### src/rtl/fwd_hazard_unit.sv
// -----------------------------------------------------------------------------
// fwd_hazard_unit
//   Operand forwarding and load-use hazard unit at the ID/EX boundary.
//   For each source port it picks the newest in-flight value of the named
//   register from the one-ahead (s1) and two-ahead (s2) instructions. If
//   neither has it, the register-file data is used. The chosen operands are
//   registered into EX. A load in s1 whose result a used port needs causes a
//   single stall cycle and a bubble into EX. Two saturating counters track
//   forwarding and stall events.
//
// Ports
//   CLK, RST_n              clock (rising edge), async active-low reset
//   id_valid                instruction in ID is valid
//   id_rs / id_use          per-port source register and "really reads it" flag
//   id_rdata                per-port register-file read data
//   flush                   kill the instruction entering EX
//   s1_*                    one-ahead instruction: valid, regwr, rd, result
//                           source select and raw result candidates
//   s2_*                    two-ahead instruction: valid, regwr, rd, final data
//   ex_op / ex_valid        registered operands and valid for EX
//   stall                   combinational; hold PC and IF/ID this cycle
//   fwd_cnt / stall_cnt     saturating event counters
// -----------------------------------------------------------------------------
module fwd_hazard_unit #(
  parameter int XLEN   = 32,
  parameter int AW     = 5,
  parameter int NPORTS = 2
) (
  input  logic                   CLK,
  input  logic                   RST_n,
  input  logic                   id_valid,
  input  logic [NPORTS*AW-1:0]   id_rs,
  input  logic [NPORTS-1:0]      id_use,
  input  logic [NPORTS*XLEN-1:0] id_rdata,
  input  logic                   flush,
  input  logic                   s1_valid,
  input  logic                   s1_regwr,
  input  logic [AW-1:0]          s1_rd,
  input  logic [1:0]             s1_sel,
  input  logic [XLEN-1:0]        s1_alu,
  input  logic [XLEN-1:0]        s1_pc4,
  input  logic                   s1_cmp,
  input  logic                   s2_valid,
  input  logic                   s2_regwr,
  input  logic [AW-1:0]          s2_rd,
  input  logic [XLEN-1:0]        s2_wdata,
  output logic [NPORTS*XLEN-1:0] ex_op,
  output logic                   ex_valid,
  output logic                   stall,
  output logic [15:0]            fwd_cnt,
  output logic [15:0]            stall_cnt
);

  typedef enum logic {
    RUN   = 1'b0,
    STALL = 1'b1
  } state_t;

  localparam logic [1:0] SEL_ALU  = 2'b00;
  localparam logic [1:0] SEL_LOAD = 2'b01;
  localparam logic [1:0] SEL_PC4  = 2'b10;
  localparam logic [1:0] SEL_CMP  = 2'b11;

  state_t state, state_nxt;

  logic [XLEN-1:0]        s1_value;
  logic                   s1_is_load;
  logic [NPORTS-1:0]      hit1, hit2, fwd1, fwd2;
  logic [NPORTS*XLEN-1:0] op_sel;
  logic                   luse;
  logic                   capture;
  logic                   fwd_event;

  // Result of the one-ahead instruction as it would be written back. A load
  // has no data yet, so it is never forwarded from s1.
  always_comb begin
    // NOTE: every signal driven in always_comb gets a default first so that
    // no path leaves it unassigned, which would otherwise infer a latch.
    s1_value   = '0;
    s1_is_load = 1'b0;
    unique case (s1_sel)
      SEL_ALU:  s1_value = s1_alu;
      SEL_PC4:  s1_value = s1_pc4;
      SEL_CMP:  s1_value = {{(XLEN-1){1'b0}}, s1_cmp};
      SEL_LOAD: s1_is_load = 1'b1;
      default:  s1_value = '0;
    endcase
  end

  // Per-port hit detection and operand select. Register 0 never matches, so
  // it always takes the register-file value, which is hard-wired zero.
  always_comb begin
    hit1   = '0;
    hit2   = '0;
    fwd1   = '0;
    fwd2   = '0;
    op_sel = id_rdata;
    for (int p = 0; p < NPORTS; p++) begin
      hit1[p] = s1_valid && s1_regwr && (s1_rd == id_rs[p*AW +: AW]) &&
                (id_rs[p*AW +: AW] != '0);
      hit2[p] = s2_valid && s2_regwr && (s2_rd == id_rs[p*AW +: AW]) &&
                (id_rs[p*AW +: AW] != '0);
      // A load hit in s1 is not forwardable and falls through to s2 / RF.
      fwd1[p] = hit1[p] && !s1_is_load;
      fwd2[p] = hit2[p] && !fwd1[p];
      if (fwd1[p])
        op_sel[p*XLEN +: XLEN] = s1_value;
      else if (fwd2[p])
        op_sel[p*XLEN +: XLEN] = s2_wdata;
    end
  end

  // Load-use only fires in RUN, so the STALL cycle can never re-stall. Flush
  // dominates. The RST_n term keeps stall low while reset is held.
  assign luse  = RST_n && id_valid && (state == RUN) && !flush &&
                 (|(id_use & hit1 & {NPORTS{s1_is_load}}));
  assign stall = luse;

  assign capture   = !flush && !luse;
  assign fwd_event = capture && id_valid && (|(id_use & (fwd1 | fwd2)));

  always_comb begin
    state_nxt = state;
    unique case (state)
      RUN:     if (luse) state_nxt = STALL;
      STALL:   state_nxt = RUN;
      default: state_nxt = RUN;
    endcase
  end

  // NOTE: sequential state uses non-blocking assignments so every register
  // samples the pre-edge values, independent of statement order.
  always_ff @(posedge CLK or negedge RST_n) begin
    if (!RST_n) begin
      state <= RUN;
    end else begin
      state <= state_nxt;
    end
  end

  // On a bubble the operand register is held; only the valid bit drops.
  always_ff @(posedge CLK or negedge RST_n) begin
    if (!RST_n) begin
      ex_op    <= '0;
      ex_valid <= 1'b0;
    end else if (capture) begin
      ex_op    <= op_sel;
      ex_valid <= id_valid;
    end else begin
      ex_valid <= 1'b0;
    end
  end

  always_ff @(posedge CLK or negedge RST_n) begin
    if (!RST_n) begin
      fwd_cnt   <= '0;
      stall_cnt <= '0;
    end else begin
      if (fwd_event && (fwd_cnt != 16'hFFFF))
        fwd_cnt <= fwd_cnt + 16'd1;
      if (stall && (stall_cnt != 16'hFFFF))
        stall_cnt <= stall_cnt + 16'd1;
    end
  end

endmodule
### config.mk
export PLATFORM = sky130hd
export DESIGN_NAME = fwd_hazard_unit
export DESIGN_NICKNAME = d
export VERILOG_FILES = /design/src/rtl/fwd_hazard_unit.sv
export SDC_FILE = /design/constraint.sdc
export NUM_CORES = 1
export LEC_CHECK = 0
export CAP_MARGIN = 40
export CORE_MARGIN = 3
export CORE_UTILIZATION = 45
export CTS_BUF_LIST = sky130_fd_sc_hd__clkbuf_8
export CTS_CLUSTER_SIZE = 28
export DETAILED_ROUTE_END_ITERATION = 16
export PLACE_DENSITY = 0.89
export SLEW_MARGIN = 20
export SYNTH_ARGS = -nofsm -noshare
export SYNTH_HDL_FRONTEND = slang
export SYNTH_SLANG_ARGS = --single-unit
### constraint.sdc
create_clock -name CLK -period 5.45 [get_ports CLK]
set_input_delay 0.8175 -clock CLK [delete_from_list [all_inputs] [get_ports CLK]]
set_output_delay 0.8175 -clock CLK [all_outputs]
set_load 0.05 [all_outputs]
==> run metrics, run 1 <==
cell accounting for the most synthesized area=dfrtp_1; Clock transition at path regs=90 ps; Placed Area=0.008942 sq mm; Post-Syn Area=0.005962 sq mm; # hold bufs at CTS=0; CP Data Required Time=4630 ps; full die area=0.01467 sq mm; total track usage=26.51%; gp weighted congestion=0.9202; Num CTS Buffers=9; reported leakage power=3.744 nW; crit path max fanout=3; most frequent cell after synthesis=nor2_1; register area share after synthesis=41.13%; # clock sinks=98; TritonCTS clock tree=yes; Vias=5935; VDD IR max=0.1210 mV; Synth Area per Inst=8.704 sq um; Layout Cells excl Fill=1127; Final Hold Fails=0; synthesized flop and latch total=98; fin area=0.009185 sq mm; post-detail-place hpwl=14740 um; H-Tree Depth=3; post-synthesis cell type count=38; core box area=0.01277 sq mm; Mapped Cells=685; RSZ-0062 raised after global routing=no; Yosys top cell area share=41.13%; largest net degree at the start of global routing=67; share of post-route cells with drive strength above 1=4.298%; Worst EP arrival=3030 ps; setup TNS=0 ps; area grow syn2layout=54.06%; aggregate routed wire length=19550 um; Yosys warnings=0; Chip Height=121.1 um; R2R Setup Slk=3060 ps; antenna violations before repair=1; nets=1145; cells taking the most area after synthesis=dfrtp_1 41%, mux2i_1 16%, nor2_1 6.7%; GR Overflow Total=0; row count=41; worst hold path class=in2async; worst slew pin tran=823.0 ps; Pre-Repair DR Iteration Count=5; post-CTS setup buffers=0; worst-case clock buffer depth=2; dominant synthesized flop cell=dfrtp_1; Power Dens Cells=216.0 mW/mm^2; wire per inst=17.35 um; dpl cells=1111; first-pass GRT wire length=30410 um; Initial Util=46.67%; Detail Route Antenna Nets=0; Max Cap Viol=0; Final Max Slew Viols=0; drt first-iter violations=358; EDFF count, synth=0; utilization after layout=71.91%; CTS Root Cell=clkbuf_8; Fmax=260.1 MHz; PortBufs=290; share of flip-flops with an asynchronous set or reset=100.0%; overall power=1.984 mW; DRC=0; endpoints failing setup=0; I/O pins=291; crit path time final=3845 ps; status=finished, final reports clean; die width=121.1 um; Tcrit/Tclk final=70.54%; clk_lat worst skew=380 ps; crit end category=primary output; vias in the first global route=5835; Crit Path Category=in2out; Post-synth top cells=107 x nor2_1, 98 x dfrtp_1, 94 x mux2i_1; syn_nets=880; Max Clock Skew=8.836 ps; Worst slew margin=45.03%; crit start category=primary input; post-CTS sizing=0; Vias/cell=5.266
## logic make-up (layout without fill, tap and decap cells)
group,Yosys count,after routing,share of synthesized area (%)
other cells,0,1,0
mux,98,98,16.54
flops,98,98,41.13
xor+xnor,49,49,7.198
fa+ha+maj,2,2,0.4197
compound gates,138,138,12.07
buf+inv,47,316,3.904
simple gates,253,253,18.74
## through the flow
step | hold WS [ps] | setup WS (ps)
2_1_floorplan | 521.9 | 2649
3_3_place_gp | 460.4 | 1620
3_5_place_dp | 469.1 | 1611
4_1_cts | 447.1 | 1609
5_1_grt | 466.8 | 1527
6_report | 433.5 | 1605
## report_power, final
part / switching [mW] / leakage, nW / total, mW / internal [mW]
combinational: 0.340 / 2.38 / 0.608 / 0.268
clock: 0.258 / 0.118 / 0.572 / 0.314
sequential: 0.0299 / 1.24 / 0.804 / 0.774
total: 0.627 / 3.74 / 1.98 / 1.36
## path summary, 6_finish.rpt
check / from / to / cells past startpoint
worst max-delay path: id_rs[0] / stall / 6
worst min-delay path: RST_n / stall_cnt[0] / 1
worst max register to register: state / ex_op[17] / 8
worst min register to register: ex_op[63] / ex_op[63] / 2
max in group asynchronous: RST_n / ex_op[11] / 2
min in group CLK: ex_op[63] / ex_op[63] / 2
## metal layers
layer  wire, um  vias up  global-route usage, %  share of wire [%]
met5          0        -                      0                  0
met2       9640      254                  43.83                 49
met3       1848       38                  8.858                9.5
met1       7494     2745                  32.13                 38
met4        568        0                  9.844                2.9
li1           -     2898                      -                  -
## layout make-up
| cell class | instances | area [sq um] |
|---|---|---|
| fill | 981 | 3588 |
| multi-input combinational | 540 | 3292 |
| timing repair buffer | 299 | 2975 |
| sequential | 98 | 2452 |
| tap | 172 | 215.2 |
| clock buffer | 10 | 137.6 |
| clock inverter | 5 | 102.6 |
| inverter | 2 | 7.507 |
| antenna | 1 | 2.502 |
## flip-flops by register name, summed over array words and instances, names as in the netlist
register / count
stall_cnt: 16
ex_valid: 1
state: 1
fwd_cnt: 16
ex_op: 64
## worst max-delay path, stage by stage
cell and delay, ps:
clkdlybuf4s50_1 470, or4_1 560, o211a_1 260, nand4_1 120
nand2_1 90, clkdlybuf4s50_1 700
## cells in the final DEF, fill, tap and decap left out, types with 2 or more instances in the layout
cell type          n
nand3_1           15
nand2b_1           4
and4_2             2
nand2_1           82
nor2_1           107
nor3_1             5
mux2i_1           94
xor2_1            13
and3_1             8
ha_1               2
clkbuf_8          10
a21oi_1           64
inv_1              2
o211a_1            2
mux2_2             4
dfrtp_1           98
bufinv_16          3
or4_1              2
nor3_2             2
o21ai_1           19
clkdlybuf4s50_1  288
buf_4              9
o21ai_0           48
xnor2_1           36
and4_1             2
nand4_1           17
Power figures use the tool's default switching activity.
==> run 2: changes to the inputs <==
CORE_UTILIZATION = 42   (was 45)
PLACE_DENSITY = 0.84   (was 0.89)
clock period = 3.8 ns   (was 5.45 ns; I/O delays follow)
==> run 2 against run 1 <==
Net effect:
- first-iteration DRC count down 8.9%
- final cell count is 0.62% higher
- critical path depth grew 3
- worst hold slack got worse by 190 ps
- die area is 6.8% higher
- via count down 0.30%
- clock skew shrank 2.1 ps
- sequential power increased by 43%
- largest cell class unchanged
- largest power group unchanged
==> run metrics, run 2 (same netlist as run 1, synthesis figures left out) <==
H-Tree Depth=3 (unchanged); Largest register FFs=64 (unchanged); switching power=889.1 uW (+42%); R2R Setup Slk=1490 ps (-1570 ps); reported leakage power=3.765 nW (+0.56%); die width=125.1 um (+3.3%); I/O pins=291 (unchanged); row count=42 (+2.4%); # clock sinks=98 (unchanged); final worst slack=787.5 ps (-817.9 ps); nets=1148 (+0.26%); total track usage=23.45% (-3.1 points); Final Max Slew Viols=0 (unchanged); crit path time final=3013 ps; dpl cells=1117 (+0.54%); crit start category=primary input; core box area=0.01356 sq mm (+6.1%); Net Sw Frac=32.09% (+0.46 points); post-detail-place hpwl=14560 um (-1.2%); vias in the first global route=5812 (-0.39%); Crit Path Category=in2reg; Top Registers=ex_op: 64 flops, fwd_cnt: 16 flops, stall_cnt: 16 flops; Seq pwr share=41.6% (+1.1 points); aggregate routed wire length=19010 um (-2.8%); worst-case clock buffer depth=2 (unchanged); worst hold path class=in2async; drt first-iter violations=326 (-8.9%); utilization after layout=68.00% (-3.9 points); Num CTS Buffers=9 (unchanged); Largest Register=ex_op; Clock transition at path regs=90 ps (about the same); fin area=0.009220 sq mm (+0.38%); Detail Route Antenna Nets=0 (unchanged); VDD IR max=0.2062 mV (+70%); commonest non-fill, non-tap cell in the layout=clkdlybuf4s50_1; Vias/cell=5.218 (-0.92%); endpoints failing setup=0 (unchanged); Internal Power=1.882 mW (+39%); crit-path leading delay family=simple AND/OR/NAND/NOR gates; Max Clock Skew=6.706 ps (-2.131 ps); Worst slew margin=54.24% (+9.2 points); ant diodes=0 (-1); largest net degree at the start of global routing=67 (unchanged); Fmax=331.9 MHz; Tcrit/Tclk final=79.28%; crit path max fanout=12 (+9); DRC=0 (unchanged); Bufs and invs on worst path=2 (unchanged); share of post-route cells with drive strength above 1=4.593% (+0.30 points); area grow syn2layout=54.65%; post-CTS sizing=0 (unchanged); Initial Util=43.97% (-2.7 points); full die area=0.01566 sq mm (+6.8%); TritonCTS clock tree=yes; clk_lat worst skew=360 ps (-20 ps); Hold WS=244.0 ps (-189.5 ps); setup TNS=0 ps (unchanged); Placed Area=0.008972 sq mm (+0.34%); Final Hold Fails=0 (unchanged); # hold bufs at CTS=0 (unchanged); Pre-Repair DR Iteration Count=5 (unchanged); CP peak stage delay=570 ps (-130 ps); CP Cell Sequence=clkdlybuf4s50_1 -> or4_1 -> o211a_1 -> and4_2 -> o21ai_0 -> a211oi_2 -> buf_4 -> nand2_1 -> mux2_2; crit end category=register; PortBufs=290 (unchanged); gp weighted congestion=0.8653 (-6.0%); Worst EP arrival=3260 ps (+230 ps); dpl ws=516.7 ps (-1094 ps); RSZ-0062 raised after global routing=no; GR Overflow Total=0 (unchanged); Power Dens Cells=300.5 mW/mm^2 (+39%); CP Data Required Time=4050 ps (-580 ps); worst slew pin tran=686.4 ps (-136.6 ps); commonest cells after routing, fill and taps aside=287 x clkdlybuf4s50_1, 107 x nor2_1, 98 x dfrtp_1; Combinational Power Share=31.4% (+0.8 points); overall power=2.771 mW (+40%); post-CTS setup buffers=0 (unchanged); wire per inst=16.76 um (-3.4%); CTS Root Cell=clkbuf_8; Layout Cells excl Fill=1134 (+0.62%); Chip Height=125.1 um (+3.3%); Clk pwr share=27.0% (-1.8 points); first-pass GRT wire length=29610 um (-2.6%); CP max stage cell=or4_1; Vias=5917 (-0.30%); Max Cap Viol=0 (unchanged); antenna violations before repair=0 (-1); status=finished, final reports clean
==> run 2: routing by layer <==
metal  routed length [um]  track usage, %
met1                 7555           27.81
met2                 9499           41.22
met5                    0               0
met4                  596           8.992
met3                 1355           5.544
==> run 2: power by group through the flow <==
stage | registers [mW] | clock network (mW) | logic [mW]
after floorplan | 1.41 | 0 | 0.200
after global placement | 1.17 | 0 | 0.860
after detailed placement | 1.17 | 0 | 0.874
after CTS | 1.15 | 0.765 | 0.875
after global routing | 1.16 | 0.807 | 0.928
final | 1.15 | 0.747 | 0.871
==> run 2: worst paths after layout <==
path | endpoint | from | depth (start not counted)
worst min register to register | ex_op[16] | ex_op[16] | 2
worst min-delay path | stall_cnt[2] | RST_n | 2
worst max register to register | ex_op[15] | state | 7
worst max-delay path | fwd_cnt[1] | id_rs[0] | 9
max in group asynchronous | ex_op[13] | RST_n | 4
min in group CLK | ex_op[16] | ex_op[16] | 2
==> run 2: layout make-up <==
| cell class | count | area, sq um |
|---|---|---|
| Multi-Input combinational cell | 540 | 3292 |
| Clock inverter | 6 | 82.58 |
| Tap cell | 176 | 220.2 |
| Clock buffer | 10 | 137.6 |
| Inverter | 2 | 7.507 |
| Timing Repair Buffer | 302 | 3028 |
| Fill cell | 1083 | 4338 |
| Sequential cell | 98 | 2452 |
==> run 3: changes to the inputs <==
CORE_UTILIZATION = 38   (was 42)
PLACE_DENSITY = 0.8   (was 0.84)
clock period = 2.65 ns   (was 3.8 ns; I/O delays follow)
==> run 3 against run 2 <==
Net effect:
- critical path depth decreased by 3
- non-clock buffer count grew 26
- worst setup slack worse by 590 ps
- clock power is 47% higher
- global-route usage is 1.2 points lower
- sequential power up 43%
- final area rose by 3.2%
- clock skew increased by 3.2 ps
- via count up 1.3%
- first-iteration DRC count decreased by 13%
- critical path type is now in2out
- critical endpoint is now stall
==> run metrics, run 3 (same netlist as run 1, synthesis figures left out) <==
I/O pins=291 (unchanged); Largest register FFs=64 (unchanged); dpl cells=1177 (+5.4%); post-detail-place hpwl=15490 um (+6.4%); Power Dens Cells=424.0 mW/mm^2 (+41%); Crit Path Category=in2out; GR Overflow Total=0 (unchanged); share of post-route cells with drive strength above 1=7.215% (+2.6 points); launch point of the worst hold path=ex_op[16]; RSZ-0062 raised after global routing=no; Worst slew margin=57.90% (+3.7 points); met2 WL post-DR=9812 um (+3.3%); Vias/cell=5.014 (-3.9%); register area=0.002452 sq mm (unchanged); met3 WL=1691 um (+25%); Layout Cells excl Fill=1195 (+5.4%); wire per inst=16.47 um (-1.7%); crit path time final=2453 ps; reg2reg end=stall_cnt[14]; Chip Height=131.3 um (+4.9%); commonest cells after routing, fill and taps aside=287 x clkdlybuf4s50_1, 107 x nor2_1, 98 x dfrtp_1; Initial Util=39.07% (-4.9 points); commonest non-fill, non-tap cell in the layout=clkdlybuf4s50_1; Vias=5992 (+1.3%); worst reg2reg path depth=7 (unchanged); antenna violations before repair=1 (+1); reported leakage power=3.907 nW (+3.8%); endpoints failing setup=0 (unchanged); largest net degree at the start of global routing=65 (-3.0%); Largest Register=ex_op; WL met1=7844 um (+3.8%); Max Cap Viol=0 (unchanged); CP Data Required Time=2250 ps (-1800 ps); hold endpoint=ex_op[16]; Pre-Repair DR Iteration Count=5 (unchanged); Final Hold Fails=0 (unchanged); drt first-iter violations=284 (-13%); CTS Root Cell=clkbuf_8; die width=131.3 um (+4.9%); gp weighted congestion=0.8551 (-1.2%); H-Tree Depth=3 (unchanged); Filler cells=1292 (+19%); Fmax=407.6 MHz; DRC=0 (unchanged); post-CTS sizing=0 (unchanged); FF-to-FF Start=stall_cnt[7]; aggregate routed wire length=19680 um (+3.5%); fin area=0.009514 sq mm (+3.2%); VDD IR max=0.2312 mV (+12%); Tcrit/Tclk final=92.58%; core box area=0.01526 sq mm (+13%); PortBufs=290 (unchanged); vias in the first global route=5849 (+0.64%); worst slew pin tran=631.4 ps (-54.98 ps); first-pass GRT wire length=30830 um (+4.1%); Hold Path Stages=2; Num CTS Buffers=9 (unchanged); Worst EP arrival=2060 ps (-1200 ps); nets=1174 (+2.3%); dpl ws=-162.0 ps (-678.7 ps); crit end category=primary output; area grow syn2layout=59.58%; top sig layer=met5; worst-case clock buffer depth=2 (unchanged); Detail Route Antenna Nets=0 (unchanged); total track usage=22.23% (-1.2 points); # hold bufs at CTS=0 (unchanged); crit path max fanout=3 (-9); Placed Area=0.009254 sq mm (+3.1%); Clock transition at path regs=80 ps (about the same); R2R Setup Slk=630 ps (-860 ps); final worst slack=196.7 ps (-590.8 ps); clk_lat worst skew=360 ps (about the same); TritonCTS clock tree=yes; multi-input logic area=0.003292 sq mm (unchanged); full die area=0.01723 sq mm (+10%); Final Max Slew Viols=0 (unchanged); Top Registers=ex_op: 64 flops, fwd_cnt: 16 flops, stall_cnt: 16 flops; post-CTS setup buffers=0 (unchanged); ant diodes=0 (unchanged); row count=45 (+7.1%); worst hold path class=reg2reg; status=finished, final reports clean; crit start category=primary input; Max Clock Skew=9.923 ps (+3.218 ps); # clock sinks=98 (unchanged)
## run 3: worst max-delay path by stage
stage	startpoint	end	cells after the start
3_5_place_dp	id_rs[0]	fwd_cnt[1]	8
5_1_grt	id_rs[0]	stall	6
2_1_floorplan	id_rs[0]	ex_op[62]	10
4_1_cts	id_rs[0]	stall	6
6_report	id_rs[0]	stall	6
3_3_place_gp	id_rs[2]	fwd_cnt[1]	8
## run 3: routing by layer
layer,vias to the layer above,track usage (%)
li1,2954,-
met1,2776,26.64
met2,232,38.80
met3,28,6.585
met4,2,6.418
met5,-,0
## run 3: where the power goes
part	switching [mW]	internal, mW	leakage (nW)
registers	0.0603	1.59	1.24
clock network	0.560	0.541	0.111
logic	0.707	0.574	2.55
total	1.33	2.71	3.91
## run 3: final cells by class
class                           count  area share [%]
Inverter                            2         0.07891
Sequential cell                    98           25.78
Timing Repair Buffer              328           34.43
Clock inverter                      7           1.039
Clock buffer                        9           1.302
Tap cell                          211           2.775
Multi-Input combinational cell    540           34.60
## run 3: through the flow
stage	hold slack, ps	TNS (ps)	power (mW)	utilization (%)
final	485.0	0	4.034	62.35
after global placement	459.7	-1482	2.946	60.65
after CTS	233.8	0	4.073	62.11
after global routing	506.9	0	4.216	62.35
after detailed placement	469.0	-6102	2.965	60.65
after floorplan	101.9	0	2.311	-
## run 3: critical path, stage by stage
cell,delay [ps]
clkdlybuf4s50_1,430
or4_1,570
o211a_1,260
nand4_1,120
nand2_1,110
buf_12,160
